[src/rtl/vga_pkg.sv]
// Shared definitions for the VGA register-port arbiter: FSM states,
// VGA command codes and the request record carried by each slot.
package vga_pkg;

  typedef enum logic [2:0] {
    ST_IDLE     = 3'd0,
    ST_ISSUE    = 3'd1,
    ST_HOLD     = 3'd2,
    ST_WAIT_RDY = 3'd3,
    ST_DONE     = 3'd4
  } vga_state_t;

  localparam logic [7:0] VGA_CMD_H00 = 8'h00;
  localparam logic [7:0] VGA_CMD_H02 = 8'h02;
  localparam logic [7:0] VGA_CMD_H03 = 8'h03;
  localparam logic [7:0] VGA_CMD_H04 = 8'h04;
  localparam logic [7:0] VGA_CMD_H80 = 8'h80;
  localparam logic [7:0] VGA_CMD_H81 = 8'h81;
  localparam logic [7:0] VGA_CMD_H82 = 8'h82;
  localparam logic [7:0] VGA_CMD_H84 = 8'h84;
  localparam logic [7:0] VGA_CMD_H85 = 8'h85;

  // Read data returned to a requester whose transaction timed out.
  localparam logic [7:0] VGA_TIMEOUT_DATA = 8'hFF;

  typedef struct packed {
    logic [7:0]  cmd;
    logic [10:0] cur_adr;
    logic [7:0]  port;
    logic        rl_wh;
  } vga_req_t;

  // Round-robin pick: B wins if it alone is pending, or on a tie when B holds priority.
  function automatic logic pick_b(input logic a_pend, input logic b_pend, input logic prio_b);
    return b_pend && (!a_pend || prio_b);
  endfunction

endpackage

[src/rtl/vga_req_slot.sv]
// One-deep request slot for a single requester; also holds the read data
// returned on that requester's last completion.
module vga_req_slot
  import vga_pkg::*;
(
  input  logic       i_clk,
  input  logic       i_rst_n,
  input  logic       i_cs_h,
  input  vga_req_t   i_req,
  input  logic       i_clr,
  input  logic       i_rd_load,
  input  logic [7:0] i_rd_data,
  output logic       o_ready_h,
  output vga_req_t   o_req,
  output logic [7:0] o_rd_data
);

  logic       r_pend;
  vga_req_t   r_req;
  logic [7:0] r_rd;

  always_ff @(posedge i_clk or negedge i_rst_n) begin
    if (!i_rst_n) begin
      r_pend <= 1'b0;
      r_req  <= '0;
      r_rd   <= '0;
    end else begin
      if (i_clr) begin
        r_pend <= 1'b0;
      end else if (i_cs_h && !r_pend) begin
        r_pend <= 1'b1;
        r_req  <= i_req;
      end
      if (i_rd_load) begin
        r_rd <= i_rd_data;
      end
    end
  end

  assign o_ready_h = !r_pend;
  assign o_req     = r_req;
  assign o_rd_data = r_rd;

endmodule

[src/rtl/vga_port_arb.sv]
// Two-requester round-robin arbiter onto a shared VGA register port, with
// a one-deep slot per requester and a ready timeout that returns 8'hFF.
module vga_port_arb
  import vga_pkg::*;
#(
  parameter int unsigned TIMEOUT_CYC = 255
) (
  input  logic        i_clk,
  input  logic        i_rst_n,
  input  logic [7:0]  i_a_cmd,
  input  logic [10:0] i_a_cur_adr,
  input  logic [7:0]  i_a_port,
  input  logic        i_a_rl_wh,
  input  logic        i_a_cs_h,
  input  logic [7:0]  i_b_cmd,
  input  logic [10:0] i_b_cur_adr,
  input  logic [7:0]  i_b_port,
  input  logic        i_b_rl_wh,
  input  logic        i_b_cs_h,
  output logic        o_a_ready_h,
  output logic        o_b_ready_h,
  output logic [7:0]  o_a_port,
  output logic [7:0]  o_b_port,
  output logic        o_a_done,
  output logic        o_b_done,
  output logic [7:0]  o_vga_cmd,
  output logic [10:0] o_vga_cur_adr,
  output logic [7:0]  o_vga_port,
  output logic        o_vga_cs_h,
  output logic        o_vga_rl_wh,
  input  logic        i_vga_ready_h,
  input  logic [7:0]  i_vga_port,
  output logic        o_timeout
);

  localparam logic [7:0] TO_LAST = 8'(TIMEOUT_CYC - 1);

  vga_state_t  r_state, w_next;
  logic        r_gnt_b, r_prio_b;
  logic [7:0]  r_cnt;
  logic        r_a_done, r_b_done, r_timeout;
  logic [7:0]  r_vga_cmd, r_vga_port;
  logic [10:0] r_vga_cur_adr;
  logic        r_vga_cs_h, r_vga_rl_wh;

  vga_req_t    w_a_in, w_b_in, w_a_req, w_b_req;
  logic        w_a_ready, w_b_ready, w_pick_b;
  logic        w_issue, w_fin, w_to;
  logic        w_clr_a, w_clr_b, w_load_a, w_load_b;
  logic [7:0]  w_rd_data;

  assign w_a_in = '{cmd: i_a_cmd, cur_adr: i_a_cur_adr, port: i_a_port, rl_wh: i_a_rl_wh};
  assign w_b_in = '{cmd: i_b_cmd, cur_adr: i_b_cur_adr, port: i_b_port, rl_wh: i_b_rl_wh};

  vga_req_slot u_slot_a (
    .i_clk     (i_clk),
    .i_rst_n   (i_rst_n),
    .i_cs_h    (i_a_cs_h),
    .i_req     (w_a_in),
    .i_clr     (w_clr_a),
    .i_rd_load (w_load_a),
    .i_rd_data (w_rd_data),
    .o_ready_h (w_a_ready),
    .o_req     (w_a_req),
    .o_rd_data (o_a_port)
  );

  vga_req_slot u_slot_b (
    .i_clk     (i_clk),
    .i_rst_n   (i_rst_n),
    .i_cs_h    (i_b_cs_h),
    .i_req     (w_b_in),
    .i_clr     (w_clr_b),
    .i_rd_load (w_load_b),
    .i_rd_data (w_rd_data),
    .o_ready_h (w_b_ready),
    .o_req     (w_b_req),
    .o_rd_data (o_b_port)
  );

  assign w_pick_b = pick_b(!w_a_ready, !w_b_ready, r_prio_b);

  always_ff @(posedge i_clk or negedge i_rst_n) begin
    if (!i_rst_n) r_state <= ST_IDLE;
    else          r_state <= w_next;
  end

  always_comb begin
    w_next  = r_state;
    w_issue = 1'b0;
    w_fin   = 1'b0;
    w_to    = 1'b0;
    case (r_state)
      ST_IDLE: begin
        if (!w_a_ready || !w_b_ready) begin
          w_next  = ST_ISSUE;
          w_issue = 1'b1;
        end
      end
      ST_ISSUE:  w_next = ST_HOLD;
      ST_HOLD:   w_next = ST_WAIT_RDY;
      ST_WAIT_RDY: begin
        if (i_vga_ready_h) begin
          w_next = ST_DONE;
          w_fin  = 1'b1;
        end else if (r_cnt == TO_LAST) begin
          w_next = ST_DONE;
          w_fin  = 1'b1;
          w_to   = 1'b1;
        end
      end
      ST_DONE:   w_next = ST_IDLE;
      default:   w_next = ST_IDLE;
    endcase
  end

  // Completion side effects are computed on the WAIT_RDY->DONE edge so that
  // done, read data and the timeout flag are all registered into the DONE cycle.
  assign w_rd_data = w_to ? VGA_TIMEOUT_DATA : i_vga_port;
  assign w_load_a  = w_fin && !r_gnt_b && !w_a_req.rl_wh;
  assign w_load_b  = w_fin &&  r_gnt_b && !w_b_req.rl_wh;
  assign w_clr_a   = (r_state == ST_DONE) && !r_gnt_b;
  assign w_clr_b   = (r_state == ST_DONE) &&  r_gnt_b;

  always_ff @(posedge i_clk or negedge i_rst_n) begin
    if (!i_rst_n) begin
      r_gnt_b       <= 1'b0;
      r_prio_b      <= 1'b0;
      r_cnt         <= '0;
      r_a_done      <= 1'b0;
      r_b_done      <= 1'b0;
      r_timeout     <= 1'b0;
      r_vga_cmd     <= '0;
      r_vga_cur_adr <= '0;
      r_vga_port    <= '0;
      r_vga_cs_h    <= 1'b0;
      r_vga_rl_wh   <= 1'b0;
    end else begin
      r_vga_cs_h <= w_issue;
      if (w_issue) begin
        r_gnt_b       <= w_pick_b;
        r_vga_cmd     <= w_pick_b ? w_b_req.cmd     : w_a_req.cmd;
        r_vga_cur_adr <= w_pick_b ? w_b_req.cur_adr : w_a_req.cur_adr;
        r_vga_port    <= w_pick_b ? w_b_req.port    : w_a_req.port;
        r_vga_rl_wh   <= w_pick_b ? w_b_req.rl_wh   : w_a_req.rl_wh;
      end
      r_a_done <= w_fin && !r_gnt_b;
      r_b_done <= w_fin &&  r_gnt_b;
      if (w_to) r_timeout <= 1'b1;
      if (r_state == ST_HOLD) begin
        r_cnt <= '0;
      end else if (r_state == ST_WAIT_RDY && r_cnt != '1) begin
        r_cnt <= r_cnt + 8'd1;
      end
      if (r_state == ST_DONE) r_prio_b <= !r_gnt_b;
    end
  end

  assign o_a_ready_h   = w_a_ready;
  assign o_b_ready_h   = w_b_ready;
  assign o_a_done      = r_a_done;
  assign o_b_done      = r_b_done;
  assign o_vga_cmd     = r_vga_cmd;
  assign o_vga_cur_adr = r_vga_cur_adr;
  assign o_vga_port    = r_vga_port;
  assign o_vga_cs_h    = r_vga_cs_h;
  assign o_vga_rl_wh   = r_vga_rl_wh;
  assign o_timeout     = r_timeout;

endmodule

[config.mk]
export PLATFORM = sky130hd
export DESIGN_NAME = vga_port_arb
export DESIGN_NICKNAME = d
export VERILOG_FILES = /design/src/rtl/vga_pkg.sv /design/src/rtl/vga_req_slot.sv /design/src/rtl/vga_port_arb.sv
export SDC_FILE = /design/constraint.sdc
export NUM_CORES = 1
export LEC_CHECK = 0
export BUFFER_PORTS_ARGS = -buffer_cell sky130_fd_sc_hd__buf_2
export CAP_MARGIN = 20
export CORE_MARGIN = 2
export CORE_UTILIZATION = 45
export CTS_CLUSTER_SIZE = 10
export DETAILED_ROUTE_END_ITERATION = 12
export PLACE_DENSITY = 0.69
export SLEW_MARGIN = 25
export SYNTH_ARGS = -nofsm -noshare
export SYNTH_HDL_FRONTEND = slang
export SYNTH_SLANG_ARGS = --single-unit
[constraint.sdc]
create_clock -name i_clk -period 2.5 [get_ports i_clk]
set_clock_uncertainty 0.1 [all_clocks]
set_input_delay 0.5 -clock i_clk [delete_from_list [all_inputs] [get_ports i_clk]]
set_output_delay 0.5 -clock i_clk [all_outputs]
set_load 0.01 [all_outputs]
Word-level counts from Yosys, hierarchy flattened --
Cells that the tools add are included.
Storage, ports and cells: output and inout port bits 50, word-level logic and storage cells 81, input bits 69, register bits 119
Operators by class: bitwise operators 2, equality and inequality tests 8, mux-type cells 22, reduce and logical (&&, ||, !) cells 24, $add $sub $neg 1
Operators with widths (number):
- 2-to-1 mux 8 bit | 5
- 2-to-1 mux 1 bit | 12
- one-hot mux 3 bit (4 select lines) | 1
- 2-to-1 mux 11 bit | 1
- logical AND 1 bit | 10
- 2-to-1 mux 3 bit | 3
- adder 8 x 1 -> 8 bit (second input constant) | 1
- equality test 8 bit (second input constant) | 1
- != test 8 bit (second input constant) | 1
- equality test 3 x 2 -> 1 bit (second input constant) | 2
- AND reduction 2 bit | 3
- nonzero test 2 bit | 3
- logical NOT 1 bit | 5
- equality test 3 x 1 -> 1 bit (second input constant) | 1
- equality test 3 bit (second input constant) | 1
- logical NOT 3 bit | 1
- != test 3 bit (second input constant) | 1
- logical OR 1 bit | 2
- != test 2 bit (second input constant) | 1
- inverter 1 bit | 2

Longest topological paths before layout --
depth after elaboration 6, gate-level depth with buffers 7, gate-level depth less buffers 5

Cells and area by module --
Synthesis repeated with hierarchy kept, for this count alone.
Second synthesis, totals: cell total of the unflattened synthesis 375, area, all modules 5163.7 sq um
By module, submodules not included:
- vga_req_slot | cells an instance 81, area each 1486.4 sq um, seq. area each 925.9 sq um, times used 2
- vga_port_arb | cells an instance 213, area each 2190.9 sq um, seq. area each 1126.1 sq um, times used 1

Least setup slack after synthesis --
OpenSTA, ideal clock, no wires.
path kind reg2reg, start point register r_state[0], end point register u_slot_b.r_req, in the netlist u_slot_b.o_req[13], arrival time 1546 ps, period minus slack after synthesis 1771 ps, required time 2275 ps, cell stages (with the launch flop) 8, path slack 729 ps, path buffers 3, setup time 125 ps, cell sequence dfrtp_1 > buf_2 > nor2_1 > and3_1 > nor3b_2 > buf_6 > buf_6 > mux2_2
On the way: longest elaborated chain between the ends 4
Ends and longest elaborated chain:
- from (decl) | RTL line vga_port_arb.sv:38 | vga_state_t r_state, w_next;
- from (signal assigned) | RTL line vga_port_arb.sv:85 | else r_state <= w_next;
- equality test 3 bit | RTL line vga_port_arb.sv:123 | assign w_clr_b = (r_state == ST_DONE) && r_gnt_b;
- logical AND 1 bit | RTL line vga_port_arb.sv:123
- inverter 1 bit (no line)
- AND reduction 2 bit (no line)
- to (signal assigned) | RTL line vga_req_slot.sv:32 | r_req <= i_req;
- to (decl) | RTL line vga_req_slot.sv:19 | vga_req_t r_req;
No other way between the ends. A chain may end at the register's enable or synchronous reset.

Worst setup path in the final report --
start point register r_state[1], end point register u_slot_b.r_req, in the netlist u_slot_b.o_req[4]
The elaborated chain is that of the path after synthesis.

==> flow_metrics.py <==
metrics = {
    "status": {
        "status": "finished clean",
    },
    "timing": {
        "hold_viol": 0,
        "fin_crit_ns": 1.989,
        "slew_headroom": 0.6270,
        "rsz0062_at_grt": "false",
        "period_share": 0.7954,
        "setup_viol": 0,
        "maxSlewViolCount": 0,
        "fmax_ghz": 0.5029,
        "worstMarginPinSlew_ns": 0.5583,
        "tns_ns": 0,
    },
    "cells_and_area": {
        "fin_nets": 568,
        "syn2layout_area_growth_pct": 28.22,
        "ff_latch_area_mm2": 0.002978,
        "fin_area_mm2": 0.006310,
        "final_cells": 649,
        "multi_input_area_mm2": 0.001843,
        "antenna_cells": 0,
        "drive_gt1_frac": 0.4381,
        "nFillCells": 931,
    },
    "route": {
        "vias": 3367,
        "vias_per_cell": 5.188,
        "dr.pass1.iters": 4,
        "drt-total-wl_um": 10490,
        "first_iter_violations": 147,
        "wl_met1_um": 4528,
        "ant_nets": 0,
        "topRoutingLayerUsed": "met5",
        "route.detailed.drc": 0,
        "dr_wl_met3_um": 835,
        "wl_met2_um": 5021,
        "wire_per_inst_um": 16.16,
    },
    "cts": {
        "clock-sinks": 119,
        "cts_tree": "built",
        "numCtsBuffers": 17,
        "cts_resized": 0,
        "cts_root_buf": "clkbuf_8",
        "clk_path_buf_depth": 2,
        "cts_max_level": 4,
        "path_clk_slew_ns": 0.05,
        "clock_latency_ns": 0.51,
    },
    "logic_synthesis": {
        "yosysMostFrequentCell": "dfrtp_1",
        "synth_top_cell_by_area": "dfrtp_1",
        "yosys-top-cells-area": "dfrtp_1 (61%), mux2_2 (13%), mux2i_1 (5.9%)",
        "ys_ff_latch": 119,
        "syn-num-nets": 443,
        "avgSynthCellArea_um2": 13.23,
        "synth-edff-count": 0,
        "syn_inst": 372,
        "synth_cell_types": 46,
        "synth_ff_type": "dfrtp_1",
        "ys_warn_count": 0,
        "synth-async-reset-ratio": 1.000,
        "syn_area_mm2": 0.004921,
        "ys_seq_area_frac": 0.6051,
        "synthTopCellsByCount": "dfrtp_1 (119), mux2_2 (56), nor2_1 (40)",
        "synth_top_area_frac": 0.6051,
    },
    "critical_path": {
        "worstPathMaxFanout": 19,
        "worstSetupPathType": "flip-flop to flip-flop",
        "cp-end-kind": "flip-flop",
        "required_ns": 2.80,
        "worstPathArrival_ns": 2.29,
        "cp-start-kind": "flip-flop",
    },
    "power": {
        "leakagePower_nw": 2.897,
        "peakVddDrop_mv": 0.5580,
        "powerDensity_mw_per_mm2": 1336,
    },
    "floorplan": {
        "rows": 38,
        "core_area_mm2": 0.01075,
        "start_util": 0.4580,
        "io_pins": 119,
        "die_w_um": 108.6,
        "dieHeight_um": 108.6,
        "dieArea_mm2": 0.01179,
    },
    "global_routing": {
        "grt.total_usage": 0.1946,
        "grt_pass1_vias": 3469,
        "antenna_found_initial": 1,
        "grt_pass1_wl_um": 17080,
        "overflow": 0,
        "grt_max_degree": 62,
    },
    "worst_hold_path": {
        "hp-class": "input port to flip-flop",
    },
    "place": {
        "place_congestion": 0.8238,
        "post-place-cells": 617,
        "place_area_mm2": 0.005703,
        "hpwl_um": 7081,
        "io_buffers": 118,
    },
    "flow_run": {
        "cap_violations": 0,
    },
}
-- metrics by stage --
step | util | hold WS, ns | worst slack [ns] | total power [mW]
after floorplan | - | 0.1044 | 0.7289 | 5.111
after global placement | 0.5307 | 0.3641 | 0.5542 | 5.940
after detailed placement | 0.5307 | 0.3720 | 0.5149 | 6.072
after CTS | 0.5872 | 0.08341 | 0.4952 | 8.537
after global routing | 0.5872 | 0.09084 | 0.4121 | 8.983
final | 0.5872 | 0.1139 | 0.5114 | 8.432
-- kinds of logic (layout without fill, tap and decap cells) --
kind of cell	after synthesis	count (layout)	share of synthesized area
DFF	119	119	0.6051
AOI/OAI and AO/OA	62	62	0.08797
and+or+nand+nor	80	80	0.08543
adders and majority gates	2	2	0.005084
xor gates and xnor gates	1	1	0.001780
muxes	85	85	0.1871
buffers and inverters	23	160	0.02746
-- layout make-up --
class	count	share of cell area
clock buffer	23	0.07555
clock inverter	8	0.01904
inverter	3	0.001785
multi-input combinational	230	0.2921
sequential	119	0.4719
tap	140	0.02776
timing repair buffer	126	0.1118
-- path summary, 6_finish.rpt --
path	from	to	slack (ns)	cells after the start
setup / recovery	r_state[1]	u_slot_b.o_req[4]	0.51	5
hold / removal	i_a_cmd[5]	u_slot_a.o_req[25]	0.11	2
setup reg to reg	r_state[1]	u_slot_b.o_req[4]	0.51	5
hold reg to reg	u_slot_a.o_rd_data[6]	u_slot_a.o_rd_data[6]	0.38	1
max in group asynchronous	i_rst_n	r_cnt[7]	1.19	3
min in group asynchronous	i_rst_n	u_slot_b.o_req[8]	0.40	2
-- worst max-delay path, stage by stage, from the launching register on --
cell	delay [ns]
dfrtp_1	0.54
nor2_1	0.12
and3_1	0.25
nor3b_4	0.19
buf_4	0.30
mux2_2	0.37
-- layer usage --
layer,GRT usage,vias to the layer above
met5,0,-
met4,0.07418,2
met3,0.08499,10
met2,0.3094,107
met1,0.2341,1648
li1,-,1600
-- cell usage in the layout (no fill, tap or decap), drive strengths merged, types with 2 or more instances in the layout --
cell      Yosys  layout
ha            2       2
o22a         16      16
bufinv        0       3
and3          2       2
nand3         4       4
inv           3       3
nor3b         3       3
nor4b         3       3
nor2         40      40
buf          18     125
clkbuf        2      23
a31oi         3       3
nor3          8       8
dfrtp       119     119
o211ai        2       2
clkinvlp      0       2
a21oi        29      29
mux2         56      56
o21ai         4       4
clkinv        0       3
mux2i        29      29
nand2         9       9
-- flip-flops by register name (all words and copies together), names as in the netlist, 3 cells and up --
name / cells
u_slot_a.o_req: 28
u_slot_b.o_req: 28
o_vga_cur_adr: 11
o_vga_cmd: 8
o_vga_port: 8
r_cnt: 8
u_slot_a.o_rd_data: 8
u_slot_b.o_rd_data: 8
r_state: 3
-- report_power, final --
part           internal [mW]  leakage (nW)  switching, mW
registers               2.83          1.42          0.565
clock network           1.61         0.290          0.806
logic                   1.32          1.19           1.30
total                   5.77          2.90           2.67
-- timing repair --
item                                   in CTS  in global routing
endpoints found under the hold margin      30                  0
setup endpoints to repair                   0                  0
hold buffers                                1                  0
setup buffers                               0                  0
Power figures use the tool's default switching activity.
